<file path="src/rtl/ddr_rw_scheduler.sv">
// Burst scheduler sharing one AXI port between the write and read engines, with wrapping ring-buffer addresses.
// Optional: define SCHED_WR_PRIORITY_EN for fixed write priority instead of round-robin arbitration.
module ddr_rw_scheduler #(
  parameter int          AXI_WIDTH = 64,
  parameter logic [7:0]  WR_LEN    = 8'd31,
  parameter logic [7:0]  RD_LEN    = 8'd31,
  parameter logic [29:0] WR_BEG    = 30'd0,
  parameter logic [29:0] WR_END    = 30'h0100_0000,
  parameter logic [29:0] RD_BEG    = 30'd0,
  parameter logic [29:0] RD_END    = 30'h0100_0000,
  parameter int          CNT_W     = 10
) (
  input  logic             clk,
  input  logic             rst_n,
  input  logic             rd_mem_en,
  input  logic [CNT_W-1:0] wr_fifo_cnt,
  input  logic [CNT_W-1:0] rd_fifo_free,
  input  logic             wr_ready,
  input  logic             wr_done,
  input  logic             rd_ready,
  input  logic             rd_done,
  output logic             wr_start,
  output logic [29:0]      wr_addr,
  output logic [7:0]       wr_len,
  output logic             rd_start,
  output logic [29:0]      rd_addr,
  output logic [7:0]       rd_len,
  output logic             busy,
  output logic             wr_wrap
);

  typedef enum logic [2:0] {
    IDLE     = 3'd0,
    WR_ISSUE = 3'd1,
    WR_WAIT  = 3'd2,
    RD_ISSUE = 3'd3,
    RD_WAIT  = 3'd4
  } state_t;

  localparam int WR_STEP_I = (int'(WR_LEN) + 1) * (AXI_WIDTH / 8);
  localparam int RD_STEP_I = (int'(RD_LEN) + 1) * (AXI_WIDTH / 8);
  localparam logic [30:0] WR_STEP = 31'(WR_STEP_I);
  localparam logic [30:0] RD_STEP = 31'(RD_STEP_I);
  localparam logic [CNT_W:0] WR_BEATS = (CNT_W+1)'(int'(WR_LEN) + 1);
  localparam logic [CNT_W:0] RD_BEATS = (CNT_W+1)'(int'(RD_LEN) + 1);

  state_t      state_q;
  logic        wr_start_q, rd_start_q, busy_q, wr_wrap_q;
  logic [29:0] wr_addr_q, rd_addr_q;
  logic [29:0] wr_addr_d, rd_addr_d;
  logic [30:0] wr_sum, rd_sum;
  logic        wr_wrap_d;
  logic        wr_req, rd_req, tie_wr;

  assign wr_req = {1'b0, wr_fifo_cnt} >= WR_BEATS;
  assign rd_req = rd_mem_en && ({1'b0, rd_fifo_free} >= RD_BEATS);

  // 31-bit sums so a region ending near the top of the 30-bit space cannot overflow
  assign wr_sum    = {1'b0, wr_addr_q} + WR_STEP;
  assign rd_sum    = {1'b0, rd_addr_q} + RD_STEP;
  assign wr_wrap_d = wr_sum >= {1'b0, WR_END};
  assign wr_addr_d = wr_wrap_d ? WR_BEG : wr_sum[29:0];
  assign rd_addr_d = (rd_sum >= {1'b0, RD_END}) ? RD_BEG : rd_sum[29:0];

`ifdef SCHED_WR_PRIORITY_EN
  assign tie_wr = 1'b1;
`else
  logic last_rd_q;  // 1 when the most recent grant went to the read side
  assign tie_wr = last_rd_q;
`endif

  always_ff @(posedge clk or negedge rst_n) begin
    if (!rst_n) begin
      state_q    <= IDLE;
      wr_start_q <= 1'b0;
      rd_start_q <= 1'b0;
      busy_q     <= 1'b0;
      wr_wrap_q  <= 1'b0;
      wr_addr_q  <= WR_BEG;
      rd_addr_q  <= RD_BEG;
`ifndef SCHED_WR_PRIORITY_EN
      last_rd_q  <= 1'b1;
`endif
    end else begin
      wr_start_q <= 1'b0;
      rd_start_q <= 1'b0;
      wr_wrap_q  <= 1'b0;
      case (state_q)
        IDLE: begin
          if (wr_req && (!rd_req || tie_wr)) begin
            state_q <= WR_ISSUE;
            busy_q  <= 1'b1;
          end else if (rd_req) begin
            state_q <= RD_ISSUE;
            busy_q  <= 1'b1;
          end
        end
        WR_ISSUE: begin
          if (wr_ready) begin
            wr_start_q <= 1'b1;
            state_q    <= WR_WAIT;
`ifndef SCHED_WR_PRIORITY_EN
            last_rd_q  <= 1'b0;
`endif
          end
        end
        WR_WAIT: begin
          if (wr_done) begin
            wr_addr_q <= wr_addr_d;
            wr_wrap_q <= wr_wrap_d;
            state_q   <= IDLE;
            busy_q    <= 1'b0;
          end
        end
        RD_ISSUE: begin
          if (rd_ready) begin
            rd_start_q <= 1'b1;
            state_q    <= RD_WAIT;
`ifndef SCHED_WR_PRIORITY_EN
            last_rd_q  <= 1'b1;
`endif
          end
        end
        RD_WAIT: begin
          if (rd_done) begin
            rd_addr_q <= rd_addr_d;
            state_q   <= IDLE;
            busy_q    <= 1'b0;
          end
        end
        default: begin
          state_q <= IDLE;
          busy_q  <= 1'b0;
        end
      endcase
    end
  end

  assign wr_start = wr_start_q;
  assign rd_start = rd_start_q;
  assign wr_addr  = wr_addr_q;
  assign rd_addr  = rd_addr_q;
  assign wr_len   = WR_LEN;
  assign rd_len   = RD_LEN;
  assign busy     = busy_q;
  assign wr_wrap  = wr_wrap_q;

endmodule

</file>
<file path="config.mk">
export PLATFORM = sky130hd
export DESIGN_NAME = ddr_rw_scheduler
export DESIGN_NICKNAME = d
export VERILOG_FILES = /design/src/rtl/ddr_rw_scheduler.sv
export SDC_FILE = /design/constraint.sdc
export NUM_CORES = 1
export LEC_CHECK = 0
export CAP_MARGIN = 15
export CELL_PAD_IN_SITES_DETAIL_PLACEMENT = 0
export CELL_PAD_IN_SITES_GLOBAL_PLACEMENT = 2
export CORE_MARGIN = 1.5
export CORE_UTILIZATION = 27
export DETAILED_ROUTE_END_ITERATION = 8
export HOLD_SLACK_MARGIN = 0.08
export PLACE_DENSITY = 0.87
export SLEW_MARGIN = 15
export SYNTH_ARGS = -nofsm -noshare
export SYNTH_HDL_FRONTEND = slang
export SYNTH_SLANG_ARGS = --single-unit
export TNS_END_PERCENT = 20
</file>
<file path="constraint.sdc">
create_clock -name clk -period 2.62 [get_ports clk]
set_input_delay 0.393 -clock clk [delete_from_list [all_inputs] [get_ports clk]]
set_output_delay 0.393 -clock clk [all_outputs]
set_load 0.01 [all_outputs]
</file>
==> qor.yml, run 1 <==
ir_worst_vdd_v: 0.000263
hold_viol_final: 0
syn_inst: 340
cell_internal_pwr_mw: 1.88
antenna_found_initial: 0
pwr-share-clk: 0.256
rows: 39
synth-main-ff-cell: "dfrtp_1"
drtIter0Drc: 186
synth_top_cell_area_share: 0.400
initial_core_util: 0.278
coreArea_mm2: 0.0115
endpoint_kind: "register"
status: "finished clean"
fin_nets: 441
setup_tns_ns: 0
wl_per_cell_um: 14.0
switchingPower_mw: 1.01
syn_area_per_cell_um2: 9.39
die_x_um: 112
yosysWarnings: 0
finalCritPeriodShare: 0.925
finalCriticalPeriod_ns: 2.42
rsz0062_at_grt: "false"
port-buffer-count: 64
syn_area_mm2: 0.00319
worst_hold_slack_ns: 0.123
drc: 0
dieHeight_um: 112
seqCellArea_mm2: 0.00130
routed-wl-met3_um: 435
place_hpwl_um: 5790
cts_resized: 0
crit_slowest_cell: "nor3_4"
crit_chain: "ha_1, nand3_1, nor4_4, and3_2, a31oi_4, nor3_4, mux2_2"
ioPinCount: 107
finish.instance_area_mm2: 0.00411
worstPathArrival_ns: 2.65
setup_violations: 0
worstSetupPathType: "reg -> reg"
grt_pass1_wl_um: 13000
drive_gt1_frac: 0.114
required_ns: 2.85
synth_top_area_cell: "dfrtp_1"
clock_path_buffers: 2
p_seq_frac: 0.396
drt.antenna.violating_nets: 0
worstSetupStartpointType: "register"
drt_first_pass_iters: 4
n_antenna_cell: 0
maxCapViolCount: 0
skew_ns: 0.00618
timing.fmax_mhz: 413
power_frac_comb: 0.349
wirelength_um: 7810
tritoncts: "done"
multi_input_area_mm2: 0.00164
final.fill_count: 1140
max_slew.worst_pin.slew_ns: 0.632
synth_cell_types: 62
clk_latency_ns: 0.29
cp_max_fo: 12
post-cts-setup-buffer-count: 0
die-area_mm2: 0.0125
wl_met2_um: 3600
ys_async_sr_fraction: 1.00
root_buffer: "clkbuf_16"
via_per_inst: 4.92
holdBufCountCts: 0
cts.sinks: 52
clkTransAtPathRegs_ns: 0.07
leakage_nw: 1.79
cpPeakStageDelay_ns: 0.45
grt_max_degree: 28
synth-edff-count: 0
gr-usage-all-layers: 0.127
synth_seq_cells: 52
yosysSeqAreaShare: 0.408
max-slew-margin-rel: 0.579
totalPowerFinal_mw: 2.89
area_growth_syn_to_layout_pct: 28.6
grt_pass1_vias: 2607
top_layer_used: "met4"
hold_path_class: "in -> async"
postPlaceCellArea_mm2: 0.00394
met1Wirelength_um: 3670
htreeDepth: 2
synth_area_leaders: "dfrtp_1, buf_4, nand2_1, nand3_1, and2_1"
overflow: 0
p_sw_frac: 0.350
vias: 2735
gp_congestion: 0.803
cts_buffers: 5
power.density_mw_per_mm2: 705
drv_slew: 0
registers in the layout, summed over array words and instances (netlist names):
register   cells
wr_wrap        1
state_q        3
busy           1
wr_addr       22
rd_addr       22
last_rd_q      1
wr_start       1
rd_start       1
layout by cell type (no fill, tap or decap), types with 8 or more instances in the layout:
master	netlist	layout
dfrtp_1	51	51
inv_1	15	15
and2_1	15	15
nor2_1	15	15
nor3_1	8	8
a31oi_1	10	10
conb_1	2	32
o31ai_1	10	10
nand2_1	28	28
buf_4	34	14
clkdlybuf4s50_1	0	63
o22ai_1	8	8
nand3_1	21	21
nand4_1	9	9
a22o_1	9	9
and3_1	11	11
a21oi_1	8	8
power groups by stage:
stage	clock [mW]	combinational, mW	sequential, mW
2_1_floorplan	0	0.579	1.16
3_3_place_gp	0	0.998	1.16
3_5_place_dp	0	1.01	1.16
4_1_cts	0.767	1.02	1.15
5_1_grt	0.800	1.13	1.17
6_report	0.740	1.01	1.14
metal layers:
layer  global-route usage  vias to the layer above
met1                0.175                     1329
li1                     -                     1315
met4               0.0447                        0
met2                0.196                       83
met3               0.0283                        8
met5                    0                        -
cell families (layout without fill, tap and decap cells):
logic type                 Yosys count  count (layout)  share of synthesized area
AOI/OAI and AO/OA                   74              74                      0.176
xor gates and xnor gates             8               8                     0.0219
adders and majority gates            2               2                    0.00784
buffers and inverters               60             103                      0.114
DFF                                 52              52                      0.408
muxes                                2               2                     0.0106
other                                2              32                    0.00235
and+or+nand+nor                    140             140                      0.259
area by class of cell:
class | count | share of cell area
repair buffers | 79 | 0.185
clock buffers | 6 | 0.0314
clock inverters | 2 | 0.00853
multi-input cells | 258 | 0.399
well taps | 143 | 0.0436
inverters | 16 | 0.0146
flip-flops and latches | 52 | 0.317
per-stage QoR:
step	util	setup slack (ns)	instances
2_1_floorplan	-	0.531	370
5_1_grt	0.358	0.0693	556
3_3_place_gp	0.344	0.232	548
4_1_cts	0.358	0.184	556
6_report	0.358	0.197	556
3_5_place_dp	0.344	0.204	548
critical path, delay by kind of cell, from the launching register on:
family | cells | cell delay (ns)
AOI/OAI and AO/OA | 1 | 0.20
adders and majority gates | 1 | 0.22
DFF | 1 | 0.40
muxes | 1 | 0.23
and+or+nand+nor | 4 | 1.31
synth_stat cells (all sizes together) (3+ instances only):
cell type,instances
a211oi,3
a21oi,8
a22o,9
a31o,4
a31oi,11
and2,15
and3,12
buf,38
clkbuf,6
dfrtp,51
inv,16
nand2,28
nand3,22
nand4,11
nor2,16
nor2b,5
nor3,9
nor3b,3
nor4,5
o21ai,7
o22ai,9
o311ai,3
o31ai,11
or2,4
or3,4
xnor2,6
final timing paths:
path / start / to / slack (ns) / cells past startpoint
worst min-delay path: rst_n / wr_wrap / 0.12 / 1
worst max-delay path: rd_addr[8] / rd_addr[8] / 0.20 / 7
worst min register to register: last_rd_q / last_rd_q / 0.50 / 2
min in group clk: last_rd_q / last_rd_q / 0.50 / 2
max in group asynchronous: rst_n / wr_addr[28] / 1.93 / 2
worst max register to register: rd_addr[8] / rd_addr[8] / 0.20 / 7
(Power assumes the default switching activity.)
==> run 2: changes to the inputs <==
- CORE_MARGIN: 1.5 -> 4
- RECOVER_POWER: default -> 100
==> run 2 against run 1 <==
Sequential share of layout area rose by 0.48 points; clock skew increased by 0.00066 ns; die area rose by 9.1%; critical path depth unchanged; global-route usage decreased by 0.56 points; combinational power shrank 6%; cell area shrank 1.5%; hold slack better by 0.28 ns; wire length rose by 4.4%; first-iteration DRC count fell by 24%; non-clock buffer count unchanged; clock-buffer cell count increased by 1; critical endpoint unchanged.
==> qor.yml, run 2 (same netlist as run 1, synthesis figures left out) <==
drtIter0Drc: 141  # -24%
die_x_um: 117  # +4.5%
coreArea_mm2: 0.0115  # +0.43%
setup_violations: 0  # unchanged
cts_resized: 0  # unchanged
rsz0062_at_grt: "false"
cts_buffers: 5  # unchanged
initial_core_util: 0.277  # -0.00118
drt_first_pass_iters: 4  # unchanged
grt_max_degree: 29  # +3.6%
fin_ws_ns: 0.198  # +0.000969 ns
place_hpwl_um: 6010  # +3.8%
die-area_mm2: 0.0136  # +9.1%
maxCapViolCount: 0  # unchanged
worstSetupPathType: "reg -> reg"
area_growth_syn_to_layout_pct: 26.6
grt_pass1_vias: 2624  # +0.65%
drive_gt1_frac: 0.0969  # -0.0169
switchingPower_mw: 1.01  # -0.73%
rows: 39  # unchanged
met1Wirelength_um: 3650  # -0.35%
antenna_found_initial: 0  # unchanged
endpoint_kind: "register"
port-buffer-count: 64  # unchanged
drt.antenna.violating_nets: 0  # unchanged
worstSetupStartpointType: "register"
finalCritPeriodShare: 0.924  # about the same
gr-usage-all-layers: 0.121  # -0.00558
via_per_inst: 4.95  # +0.55%
vias: 2750  # +0.55%
finalCriticalPeriod_ns: 2.42  # -0.000969 ns
skew_ns: 0.00684  # +0.000662 ns
fin_nets: 441  # unchanged
drc: 0  # unchanged
grt_pass1_wl_um: 13200  # +1.4%
top_layer_used: "met4"
pwr-share-clk: 0.236  # -0.020
timing.fmax_mhz: 413  # about the same
cp_top_family: "simple AND/OR/NAND/NOR gates"
leakage_nw: 1.81  # +1.2%
ir_worst_vdd_v: 0.000260  # -1.5%
root_buffer: "clkbuf_16"
max-slew-margin-rel: 0.0847  # -0.494
n_antenna_cell: 0  # unchanged
routed-wl-met3_um: 530  # +22%
status: "finished clean"
hold_path_class: "in -> async"
wl_met2_um: 3860  # +7.1%
cp_max_fo: 12  # unchanged
final_cell_mix: "dfrtp_1, dlygate4sd3_1, conb_1"
crit_chain: "nand4_1, nor4_4, and3_1, o22ai_2, clkbuf_4, nor3_4, mux2_2"
htreeDepth: 2  # unchanged
layout_commonest_cell: "dfrtp_1"
cts.sinks: 52  # unchanged
gp_congestion: 0.782  # -2.7%
final.fill_count: 1186  # +4.0%
drv_slew: 0  # unchanged
clock_path_buffers: 2  # unchanged
worstPathArrival_ns: 2.66  # about the same
p_sw_frac: 0.368  # +0.0171
ioPinCount: 107  # unchanged
clk_latency_ns: 0.29  # about the same
crit_buf_inv: 1  # +1
setup_tns_ns: 0  # unchanged
dpl_worst_slack_ns: 0.179  # -0.0244 ns
crit_slowest_cell: "nor4_4"
p_seq_frac: 0.416  # +0.020
overflow: 0  # unchanged
tritoncts: "done"
wl_per_cell_um: 14.7  # +4.4%
max_slew.worst_pin.slew_ns: 1.37  # +0.741 ns
worst_hold_slack_ns: 0.398  # +0.275 ns
clkTransAtPathRegs_ns: 0.07  # about the same
cpPeakStageDelay_ns: 0.50  # +0.05 ns
post-cts-setup-buffer-count: 0  # unchanged
hold_viol_final: 0  # unchanged
required_ns: 2.86  # about the same
wirelength_um: 8150  # +4.4%
power.density_mw_per_mm2: 677  # -3.9%
power_frac_comb: 0.348  # about the same
cell_internal_pwr_mw: 1.73  # -7.9%
dieHeight_um: 117  # +4.5%
## run 2: final cells by class
class,count,area (um2),area share
Clock buffer,7,133,0.0328
Clock inverter,1,5.00,0.00124
Inverter,16,60.1,0.0149
Multi-Input combinational cell,258,1630,0.403
Sequential cell,52,1300,0.322
Tap cell,143,179,0.0442
Timing Repair Buffer,79,734,0.182
## run 2: final timing paths
check,end,from,slack (ns),cells past startpoint
worst max-delay path,rd_addr[8],rd_addr[21],0.20,7
worst max register to register,rd_addr[8],rd_addr[21],0.20,7
worst min register to register,last_rd_q,last_rd_q,0.50,2
max in group asynchronous,wr_addr[29],rst_n,0.84,2
min in group clk,last_rd_q,last_rd_q,0.50,2
worst min-delay path,wr_addr[24],rst_n,0.40,1
## run 2: timing repair
item	CTS	global route
hold buffers	0	0
endpoints found under the hold margin	0	0
endpoints found under the setup margin	0	7
## run 2: power by group through the flow
stage                     clock network [mW]  logic, mW  registers, mW
final                                  0.646      0.953           1.14
after detailed placement                   0       1.01           1.16
after floorplan                            0      0.579           1.16
after global placement                     0      0.998           1.16
after CTS                              0.673       1.02           1.15
after global routing                   0.710       1.06           1.17
## run 2: per-stage QoR
step	power (mW)	cells	cell area, um2	utilization
after global routing	2.93	556	4040	0.351
after detailed placement	2.17	548	3940	0.342
after CTS	2.84	556	4080	0.354
after floorplan	1.74	370	3310	-
final	2.74	556	4040	0.351
after global placement	2.15	548	3940	0.342
## run 2: routing by layer
metal / track usage / vias to the layer above
met5: 0 / -
met4: 0.0375 / 0
met3: 0.0306 / 7
met2: 0.192 / 81
met1: 0.163 / 1336
li1: - / 1326
==> run 3: changes to the inputs <==
--- a/constraint.sdc
+++ b/constraint.sdc
@@ -3,2 +3,2 @@
 set_output_delay 0.393 -clock clk [all_outputs]
-set_load 0.01 [all_outputs]
+set_load 0.05 [all_outputs]
==> results of run 3 <==
Same layout as run 2 (identical final DEF). Status: finished clean.
Among the figures that moved: total power 2.74 mW -> 3.18 mW; worst IR drop on VDD 0.000260 V -> 0.000349 V
